**config.mk**
```make
export PLATFORM = sky130hd
export DESIGN_NAME = vga_timing_gen_flat
export DESIGN_NICKNAME = d
export VERILOG_FILES = /design/src/rtl/video_if.sv /design/src/rtl/vga_timing_gen.sv /design/src/flat_wrapper.sv
export SDC_FILE = /design/constraint.sdc
export NUM_CORES = 1
export LEC_CHECK = 0
export ABC_AREA = 1
export CAP_MARGIN = 10
export CORE_ASPECT_RATIO = 1.5
export CORE_MARGIN = 2
export CORE_UTILIZATION = 48
export CTS_CLUSTER_DIAMETER = 80
export DETAILED_ROUTE_END_ITERATION = 10
export PLACE_DENSITY = 0.74
export SLEW_MARGIN = 0
export SYNTH_ARGS = -nofsm -noshare
export SYNTH_HDL_FRONTEND = slang
export SYNTH_SLANG_ARGS = --single-unit
```
**constraint.sdc**
```tcl
create_clock -name pixel_clk -period 7.91 [get_ports pixel_clk]
set_clock_uncertainty 0.2 [all_clocks]
set_input_delay 1.9775 -clock pixel_clk [delete_from_list [all_inputs] [get_ports pixel_clk]]
set_output_delay 1.9775 -clock pixel_clk [all_outputs]
set_load 0.02 [all_outputs]
```
**src/rtl/video_if.sv**
```systemverilog
// Raster output bundle from the timing generator to the panel/encoder.
// The master drives every signal; the slave only observes.
interface video_if;
  logic        clk;
  logic        hs;
  logic        vs;
  logic        blank;
  logic [23:0] rgb;

  modport master (output clk, hs, vs, blank, rgb);
  modport slave  (input  clk, hs, vs, blank, rgb);
endinterface

```
**src/rtl/vga_timing_gen.sv**
```systemverilog
// Programmable VGA/LCD raster generator. It offers grid, colour-bar, solid and
// streamed-FIFO pixel sources, and starts and stops only on frame boundaries.
module vga_timing_gen #(
  parameter int          HDISP         = 800,
  parameter int          VDISP         = 480,
  parameter int          HFP           = 40,
  parameter int          HPULSE        = 48,
  parameter int          HBP           = 40,
  parameter int          VFP           = 13,
  parameter int          VPULSE        = 3,
  parameter int          VBP           = 29,
  parameter bit          HS_POL        = 1'b0,
  parameter bit          VS_POL        = 1'b0,
  parameter int          GRID_STEP     = 16,
  parameter logic [23:0] UNDERFLOW_RGB = 24'hFF00FF
) (
  input  logic        pixel_clk,
  input  logic        pixel_rst,
  input  logic        enable,
  input  logic [1:0]  mode,
  input  logic [23:0] solid_rgb,
  input  logic [23:0] fifo_data,
  input  logic        fifo_empty,
  output logic        fifo_rd,
  input  logic        underflow_clr,
  output logic        underflow,
  output logic        frame_start,
  output logic        state_dbg,
  video_if.master     video_ifm
);

  localparam int HTOTAL = HDISP + HFP + HPULSE + HBP;
  localparam int VTOTAL = VDISP + VFP + VPULSE + VBP;
  localparam int HW     = $clog2(HTOTAL);
  localparam int VW     = $clog2(VTOTAL);
  localparam int HSTART = HFP + HPULSE + HBP;
  localparam int VSTART = VFP + VPULSE + VBP;
  localparam int BARW   = HDISP / 8;
  localparam int BW     = (BARW > 1) ? $clog2(BARW) : 1;

  typedef enum logic {IDLE = 1'b0, RUN = 1'b1} state_t;

  state_t         state_q, state_d;
  logic [HW-1:0]  hcnt, hcnt_d;
  logic [VW-1:0]  vcnt, vcnt_d;
  logic [1:0]     mode_q;
  logic [23:0]    solid_q;
  logic           latch_cfg;
  logic           uf_set, uf_clr;

  logic           hs_q, vs_q, blank_q, fs_q;
  logic [23:0]    rgb_q;
  logic           hs_d, vs_d, blank_d, fs_d;
  logic [23:0]    rgb_d;

  logic           last_h, last_v, at_origin;
  logic           hs_act, vs_act, h_active, active;
  logic [HW-1:0]  x;
  logic [VW-1:0]  y;

  logic [2:0]     bar_idx;
  logic [BW-1:0]  bar_pos;
  logic [23:0]    grid_rgb, bar_rgb;

  assign last_h    = (hcnt == HW'(HTOTAL - 1));
  assign last_v    = (vcnt == VW'(VTOTAL - 1));
  assign at_origin = (hcnt == '0) && (vcnt == '0);
  assign hs_act    = (hcnt >= HW'(HFP)) && (hcnt < HW'(HFP + HPULSE));
  assign vs_act    = (vcnt >= VW'(VFP)) && (vcnt < VW'(VFP + VPULSE));
  assign h_active  = (hcnt >= HW'(HSTART));
  assign active    = h_active && (vcnt >= VW'(VSTART));
  assign x         = hcnt - HW'(HSTART);
  assign y         = vcnt - VW'(VSTART);

  // Bar index tracks the current x; it is re-armed on the pixel before x = 0
  // so the first active pixel already sees bar 0, and saturates on the last bar.
  always_ff @(posedge pixel_clk or posedge pixel_rst) begin
    if (pixel_rst) begin
      bar_idx <= '0;
      bar_pos <= '0;
    end else if (hcnt == HW'(HSTART - 1)) begin
      bar_idx <= '0;
      bar_pos <= '0;
    end else if (h_active) begin
      if (bar_pos == BW'(BARW - 1)) begin
        bar_pos <= '0;
        if (bar_idx != 3'd7) bar_idx <= bar_idx + 3'd1;
      end else begin
        bar_pos <= bar_pos + BW'(1);
      end
    end
  end

  always_comb begin
    grid_rgb = 24'h000000;
    if (((x & HW'(GRID_STEP - 1)) == '0) || ((y & VW'(GRID_STEP - 1)) == '0))
      grid_rgb = 24'hFFFFFF;
    case (bar_idx)
      3'd0:    bar_rgb = 24'hFFFFFF;
      3'd1:    bar_rgb = 24'hFFFF00;
      3'd2:    bar_rgb = 24'h00FFFF;
      3'd3:    bar_rgb = 24'h00FF00;
      3'd4:    bar_rgb = 24'hFF00FF;
      3'd5:    bar_rgb = 24'hFF0000;
      3'd6:    bar_rgb = 24'h0000FF;
      default: bar_rgb = 24'h000000;
    endcase
  end

  // FIFO handshake: show-ahead source. fifo_data is the head word whenever
  // fifo_empty is low; fifo_rd high in a cycle pops that head at the next edge,
  // and is only raised while fifo_empty is low.
  always_comb begin
    state_d   = state_q;
    hcnt_d    = hcnt;
    vcnt_d    = vcnt;
    latch_cfg = 1'b0;
    fifo_rd   = 1'b0;
    uf_set    = 1'b0;
    uf_clr    = 1'b0;
    hs_d      = ~HS_POL;
    vs_d      = ~VS_POL;
    blank_d   = 1'b0;
    rgb_d     = 24'h000000;
    fs_d      = 1'b0;
    case (state_q)
      IDLE: begin
        hcnt_d = '0;
        vcnt_d = '0;
        if (enable) begin
          state_d   = RUN;
          latch_cfg = 1'b1;
        end
      end
      RUN: begin
        latch_cfg = at_origin;
        uf_clr    = underflow_clr;
        if (last_h) begin
          hcnt_d = '0;
          vcnt_d = last_v ? '0 : vcnt + VW'(1);
          if (last_v && !enable) state_d = IDLE;
        end else begin
          hcnt_d = hcnt + HW'(1);
        end
        hs_d    = hs_act ? HS_POL : ~HS_POL;
        vs_d    = vs_act ? VS_POL : ~VS_POL;
        blank_d = active;
        fs_d    = at_origin;
        if (active) begin
          case (mode_q)
            2'd0: rgb_d = grid_rgb;
            2'd1: rgb_d = bar_rgb;
            2'd2: begin
              if (fifo_empty) begin
                rgb_d  = UNDERFLOW_RGB;
                uf_set = 1'b1;
              end else begin
                rgb_d   = fifo_data;
                fifo_rd = 1'b1;
              end
            end
            default: rgb_d = solid_q;
          endcase
        end
      end
      default: state_d = IDLE;
    endcase
  end

  always_ff @(posedge pixel_clk or posedge pixel_rst) begin
    if (pixel_rst) state_q <= IDLE;
    else           state_q <= state_d;
  end

  always_ff @(posedge pixel_clk or posedge pixel_rst) begin
    if (pixel_rst) begin
      hcnt      <= '0;
      vcnt      <= '0;
      mode_q    <= '0;
      solid_q   <= '0;
      hs_q      <= ~HS_POL;
      vs_q      <= ~VS_POL;
      blank_q   <= 1'b0;
      rgb_q     <= '0;
      fs_q      <= 1'b0;
      underflow <= 1'b0;
    end else begin
      hcnt    <= hcnt_d;
      vcnt    <= vcnt_d;
      hs_q    <= hs_d;
      vs_q    <= vs_d;
      blank_q <= blank_d;
      rgb_q   <= rgb_d;
      fs_q    <= fs_d;
      if (latch_cfg) begin
        mode_q  <= mode;
        solid_q <= solid_rgb;
      end
      // A new underflow in the same cycle as a clear keeps the flag set.
      if (uf_set)      underflow <= 1'b1;
      else if (uf_clr) underflow <= 1'b0;
    end
  end

  assign frame_start     = fs_q;
  assign state_dbg       = (state_q == RUN);
  assign video_ifm.clk   = pixel_clk;
  assign video_ifm.hs    = hs_q;
  assign video_ifm.vs    = vs_q;
  assign video_ifm.blank = blank_q;
  assign video_ifm.rgb   = rgb_q;

endmodule

```
**src/flat_wrapper.sv**
```systemverilog
// flat-port wrapper written by rule: the top's interface ports become plain ports
module vga_timing_gen_flat 
#(
  parameter int          HDISP         = 800,
  parameter int          VDISP         = 480,
  parameter int          HFP           = 40,
  parameter int          HPULSE        = 48,
  parameter int          HBP           = 40,
  parameter int          VFP           = 13,
  parameter int          VPULSE        = 3,
  parameter int          VBP           = 29,
  parameter bit          HS_POL        = 1'b0,
  parameter bit          VS_POL        = 1'b0,
  parameter int          GRID_STEP     = 16,
  parameter logic [23:0] UNDERFLOW_RGB = 24'hFF00FF
)
  (pixel_clk, pixel_rst, enable, mode, solid_rgb, fifo_data, fifo_empty, fifo_rd, underflow_clr, underflow, frame_start, state_dbg, video_ifm_clk, video_ifm_hs, video_ifm_vs, video_ifm_blank, video_ifm_rgb);
  video_if video_ifm_i ();
  input  logic pixel_clk;
  input  logic pixel_rst;
  input  logic enable;
  input  logic [1:0] mode;
  input  logic [23:0] solid_rgb;
  input  logic [23:0] fifo_data;
  input  logic fifo_empty;
  output logic fifo_rd;
  input  logic underflow_clr;
  output logic underflow;
  output logic frame_start;
  output logic state_dbg;
  output wire logic [$bits(video_ifm_i.clk)-1:0] video_ifm_clk;
  output wire logic [$bits(video_ifm_i.hs)-1:0] video_ifm_hs;
  output wire logic [$bits(video_ifm_i.vs)-1:0] video_ifm_vs;
  output wire logic [$bits(video_ifm_i.blank)-1:0] video_ifm_blank;
  output wire logic [$bits(video_ifm_i.rgb)-1:0] video_ifm_rgb;
  assign video_ifm_clk = video_ifm_i.clk;
  assign video_ifm_hs = video_ifm_i.hs;
  assign video_ifm_vs = video_ifm_i.vs;
  assign video_ifm_blank = video_ifm_i.blank;
  assign video_ifm_rgb = video_ifm_i.rgb;
  vga_timing_gen #(.HDISP(HDISP), .VDISP(VDISP), .HFP(HFP), .HPULSE(HPULSE), .HBP(HBP), .VFP(VFP), .VPULSE(VPULSE), .VBP(VBP), .HS_POL(HS_POL), .VS_POL(VS_POL), .GRID_STEP(GRID_STEP), .UNDERFLOW_RGB(UNDERFLOW_RGB)) u_core (.pixel_clk(pixel_clk), .pixel_rst(pixel_rst), .enable(enable), .mode(mode), .solid_rgb(solid_rgb), .fifo_data(fifo_data), .fifo_empty(fifo_empty), .fifo_rd(fifo_rd), .underflow_clr(underflow_clr), .underflow(underflow), .frame_start(frame_start), .state_dbg(state_dbg), .video_ifm(video_ifm_i));
endmodule
```
==> qor.yml, run 1 <==
status: "completed"
fill_cells: 867
wire_per_inst_um: 14.3
layout-drive-gt1-share_pct: 11.8
synth_edf_count: 0
cpMostUsedCell: "clkbuf_16"
power_density_nw_per_um2: 269
io_buffers: 86
drv_cap: 0
rsz0062_at_grt: "false"
crit_family: "buffers and inverters"
core_sq_um: 9740
critical_path_class: "clock port to output pin"
n_antenna_cell: 0
setup_viol: 0
mostFrequentLayoutCells: "136 x nand2_1, 86 x inv_1, 86 x clkdlybuf4s50_1, 84 x dfrtp_1, 55 x nor2_1"
total_leakage_power_uw: 0.00286
synthCells: 609
vdd_drop_max_mv: 0.205
rows: 44
grt-ovfl-total: 0
critPathMaxStageDelay_ns: 0.53
drt-initial-drc-count: 273
dieArea_sq_um: 10900
synth_warnings: 0
cts_setup_buffers: 0
final_common_cell: "nand2_1"
synth.distinct_cells: 40
cts_resized: 0
cts_hold_buffers: 0
async_reset_ff_share_pct: 100
synth_area_leaders: "dfrtp_1 43%, nand2_1 11%, inv_1 6.7%"
clock_latency_ns: 0.46
synth_top_area_cell: "dfrtp_1"
antenna_found_initial: 0
setup_slack_ns: 0.999
syn_nets: 677
cts.reportedPaths.clkPinSlew_ns: 0.06
cp.arrival_ns: 4.73
syn_to_final_growth_pct: 24.9
cp_num_buf_inv: 3
hp-class: "flip-flop to flip-flop"
grt_pass1_wl_um: 19800
gp_congestion: 0.836
final_cells: 807
tritoncts: "done"
crit_chain: "clkbuf_16 > clkbuf_16 > clkdlybuf4s50_1"
start_util_pct: 49.7
fp.dieW_um: 86.1
io_pins: 87
nets: 755
vias: 4179
drt_wl_total_um: 11500
ys_ff_latch: 86
holdWs_ns: 0.315
hold_viol_final: 0
cp_max_fo: 2
worst_slew_pin_slew_ns: 1.08
drt_first_pass_iters: 4
cp-end-kind: "output pin"
grt_pass1_vias: 4216
critPathRequiredTime_ns: 5.73
grt_max_degree: 87
antenna_left: 0
routed_via_density: 5.18
slew_headroom_pct: 27.8
drc_errors: 0
cp-start-kind: "clock port"
ys.flop_type: "dfrtp_1"
hpwlAfterDp_um: 8020
seq_area_frac_synth_pct: 44.5
preCtsSetupSlack_ns: 1.27
synth_top_area_share_pct: 43.4
dp_cells: 788
syn_area_per_cell_sq_um: 7.96
synth_area_sq_um: 4850
grt_usage_pct: 23.0
drv_slew: 0
fin_tns_setup_ns: 0
slowest_stage: "clkdlybuf4s50_1"
fp.dieH_um: 127
worst min-delay path: cells and delay by family, from the launching register on:
kind,cells,cell delay [ns]
DFF,1,0.37
and+or+nand+nor,2,0.11
routing by layer:
metal / part of all wire, % / global-route usage [%] / vias up
li1: - / - / 2094
met4: 2.7 / 11.3 / 0
met3: 5.5 / 4.84 / 24
met5: 0 / 0 / -
met1: 41 / 27.8 / 1946
met2: 51 / 38.6 / 115
power by group:
part           switching (uW)  total, uW  internal (uW)  leakage [uW]
clock                     201        529            328      0.000182
sequential               60.8        594            533       0.00112
combinational             332        506            175       0.00155
cells in the mapped netlist (3+ instances only):
master	instances
inv_2	5
ha_1	13
xor2_1	3
clkbuf_1	6
dfrtp_1	84
nor2_2	5
nor3_1	13
buf_6	10
nand2_1	136
nor2_4	4
o21ai_2	16
nand2_4	3
nand4_1	18
o21ai_0	26
nand3_1	49
a21oi_2	13
o21ai_1	4
inv_1	87
nand2_2	5
buf_4	4
a21oi_1	28
nor2_1	55
final cells by class:
class	instances	area, sq um	area share, %
Clock buffer	14	324	5.35
Timing Repair Buffer	86	858	14.2
Clock inverter	6	70.1	1.16
Inverter	94	358	5.91
Sequential cell	86	2150	35.6
Tap cell	115	144	2.38
Multi-Input combinational cell	406	2150	35.4
metrics by stage:
stage	util (%)	cell area [sq um]	total power (uW)
detailed placement	58.2	5670	1120
CTS	62.1	6050	1640
global route	62.1	6050	1750
global placement	58.2	5670	1110
floorplan	-	4850	1010
finish	62.1	6050	1630
cells by family (layout without fill, tap and decap cells):
group                      Yosys count  in the layout  share of synthesized area, %
and+or+nand+nor                    296            296                          27.9
buffers and inverters              117            200                          11.3
AOI/OAI and AO/OA                   94             94                          12.5
DFF                                 86             86                          44.5
adders and majority gates           13             13                          3.36
xor gates and xnor gates             3              3                         0.542
registers in the layout, summed over array words and instances, names as in the netlist:
register / flops
u_core.vcnt: 10
u_core.bar_idx: 3
u_core.state_dbg: 1
u_core.hcnt: 10
u_core.video_ifm.hs: 1
u_core.mode_q: 2
u_core.video_ifm.rgb: 24
u_core.bar_pos: 7
u_core.video_ifm.vs: 1
u_core.underflow: 1
u_core.frame_start: 1
u_core.solid_q: 24
u_core.video_ifm.blank: 1
path summary, 6_finish.rpt:
path / startpoint / to / slack [ns] / cells past startpoint
min: u_core.bar_idx[2]$_DFFE_PP0P_ / u_core.bar_idx[2]$_DFFE_PP0P_ / 0.32 / 2
max in group asynchronous: pixel_rst / u_core.solid_q[1]$_DFFE_PP0P_ / 4.81 / 3
min in group asynchronous: pixel_rst / u_core.video_ifm.rgb[20]$_DFF_PP0_ / 2.01 / 3
min reg2reg: u_core.bar_idx[2]$_DFFE_PP0P_ / u_core.bar_idx[2]$_DFFE_PP0P_ / 0.32 / 2
max: pixel_clk / video_ifm_clk / 1.0 / 3
max reg2reg: u_core.vcnt[0]$_DFFE_PP0P_ / u_core.underflow$_DFFE_PP0P_ / 5.61 / 7
No activity file was read; power rests on OpenSTA's default activity.
==> inputs of run 2 (changes only) <==
--- a/config.mk
+++ b/config.mk
@@ -9,10 +9,9 @@
 export CAP_MARGIN = 10
 export CORE_ASPECT_RATIO = 1.5
 export CORE_MARGIN = 2
-export CORE_UTILIZATION = 48
+export CORE_UTILIZATION = 39
 export CTS_CLUSTER_DIAMETER = 80
 export DETAILED_ROUTE_END_ITERATION = 10
-export PLACE_DENSITY = 0.74
 export SLEW_MARGIN = 0
 export SYNTH_ARGS = -nofsm -noshare
 export SYNTH_HDL_FRONTEND = slang
==> qor.yml, run 2 (synthesis gave the netlist of run 1 again) <==
fill_cells: 1172  # was 867
drt_wl_total_um: 11900  # was 11500 um
nets: 755  # unchanged
critical_path_class: "clock port to output pin"  # unchanged
drt-initial-drc-count: 161  # was 273
critPathRequiredTime_ns: 5.73  # about the same
cp-start-kind: "clock port"  # unchanged
grt_usage_pct: 18.8  # was 23.0%
cp_max_fo: 2  # unchanged
grt-ovfl-total: 0  # unchanged
layout-drive-gt1-share_pct: 11.8  # unchanged
drv_cap: 0  # unchanged
rr_startpoint: "u_core.vcnt[0]$_DFFE_PP0P_"  # unchanged
worst_r2r_path_depth: 7  # unchanged
cts_resized: 0  # unchanged
fp.dieW_um: 95.0  # was 86.1 um
slew_headroom_pct: 36.2  # was 27.8%
gp_congestion: 0.847  # was 0.836
dieArea_sq_um: 13400  # was 10900 sq um
rsz0062_at_grt: "false"  # unchanged
cp.arrival_ns: 4.73  # about the same
antenna_found_initial: 0  # unchanged
n_antenna_cell: 0  # unchanged
hp-class: "flip-flop to flip-flop"  # unchanged
min_path_cells: 2  # unchanged
holdPathEnd: "u_core.bar_idx[2]$_DFFE_PP0P_"  # unchanged
syn_to_final_growth_pct: 26.4  # was 24.9%
cts_setup_buffers: 0  # unchanged
tritoncts: "done"  # unchanged
rows: 49  # was 44
fp.dieH_um: 141  # was 127 um
hpwlAfterDp_um: 8540  # was 8020 um
p_total_uw: 1660  # was 1630 uW
grt_pass1_vias: 4078  # was 4216
clock_latency_ns: 0.45  # was 0.46 ns
worst_slew_pin_slew_ns: 0.956  # was 1.08 ns
vdd_drop_max_mv: 0.191  # was 0.205 mV
p_comb_share_pct: 30.7  # was 31.1%
clockPowerShare_pct: 33.6  # was 32.5%
holdWs_ns: 0.311  # was 0.315 ns
r2r-end: "u_core.underflow$_DFFE_PP0P_"  # unchanged
r2r_setup_slack_ns: 5.64  # was 5.61 ns
power_density_nw_per_um2: 271  # was 269 nW/um^2
p_seq_share_pct: 35.7  # was 36.4%
drt_first_pass_iters: 4  # unchanged
grt_pass1_wl_um: 19500  # was 19800 um
routed_via_density: 4.94  # was 5.18
setup_viol: 0  # unchanged
power.internal_uw: 1070  # was 1040 uW
drc_errors: 0  # unchanged
status: "completed"  # unchanged
min-delay-start: "u_core.bar_idx[2]$_DFFE_PP0P_"  # unchanged
io_pins: 87  # unchanged
final_core_util_pct: 50.7  # was 62.1%
cts.reportedPaths.clkPinSlew_ns: 0.06  # about the same
cts_hold_buffers: 0  # unchanged
cp-end-kind: "output pin"  # unchanged
drv_slew: 0  # unchanged
start_util_pct: 40.1  # was 49.7%
grt_max_degree: 64  # was 87
hold_viol_final: 0  # unchanged
wire_per_inst_um: 14.0  # was 14.3 um
core_sq_um: 12100  # was 9740 sq um
final_common_cell: "nand2_1"  # unchanged
vias: 4174  # was 4179
fin_tns_setup_ns: 0  # unchanged
p_switching_uw: 594  # about the same
io_buffers: 86  # unchanged
mostFrequentLayoutCells: "136 x nand2_1, 86 x inv_1, 86 x clkdlybuf4s50_1, 84 x dfrtp_1, 55 x nor2_1"  # unchanged
switching_share_pct: 35.7  # was 36.4%
antenna_left: 0  # unchanged
total_leakage_power_uw: 0.00287  # was 0.00286 uW
## run 2: changes by cell type in the layout (fill, tap and decap cells not counted), sizes merged
| cell | delta |
|---|---|
| bufinv | +1 |
| clkinvlp | -1 |
## run 2: routing by layer
layer / vias up / part of all wire (%) / routed length, um / GRT usage (%)
met5: - / 0 / 0 / 0
met1: 1956 / 41 / 4910 / 21.9
li1: 2099 / - / - / -
met4: 0 / 1.1 / 135 / 7.70
met2: 110 / 52 / 6170 / 33.3
met3: 9 / 5.4 / 643 / 3.50
## run 2: power groups by stage
stage	combinational (uW)	clock [uW]	sequential, uW
global route	591	589	605
CTS	517	569	593
finish	509	558	593
floorplan	409	14.8	581
detailed placement	513	17.0	601
global placement	502	17.0	597
## run 2: worst max path at each step
stage                     startpoint            end  cells past startpoint
after floorplan            pixel_clk  video_ifm_clk                      1
after global placement     pixel_clk  video_ifm_clk                      1
after detailed placement   pixel_clk  video_ifm_clk                      1
after CTS                  pixel_clk  video_ifm_clk                      3
after global routing       pixel_clk  video_ifm_clk                      3
final                      pixel_clk  video_ifm_clk                      3
## run 2: metrics by stage
step | setup slack (ns) | area, sq um | cells
floorplan | 1.64 | 4850 | 609
global placement | 1.27 | 5720 | 826
detailed placement | 1.27 | 5720 | 826
CTS | 0.999 | 6120 | 845
global route | 0.987 | 6120 | 845
finish | 1.01 | 6120 | 845
## run 2: critical path, cell delays in order
cell and delay (ns):
clkbuf_16 0.12, clkbuf_16 0.13, clkdlybuf4s50_1 0.52
## run 2: area by class of cell
class                           count  area [sq um]  area share, %
Multi-Input combinational cell    406          2150           35.0
Tap cell                          153           191           3.13
Inverter                           94           358           5.84
Sequential cell                    86          2150           35.2
Clock buffer                       14           324           5.29
Clock inverter                      6          92.6           1.51
Timing Repair Buffer               86           858           14.0
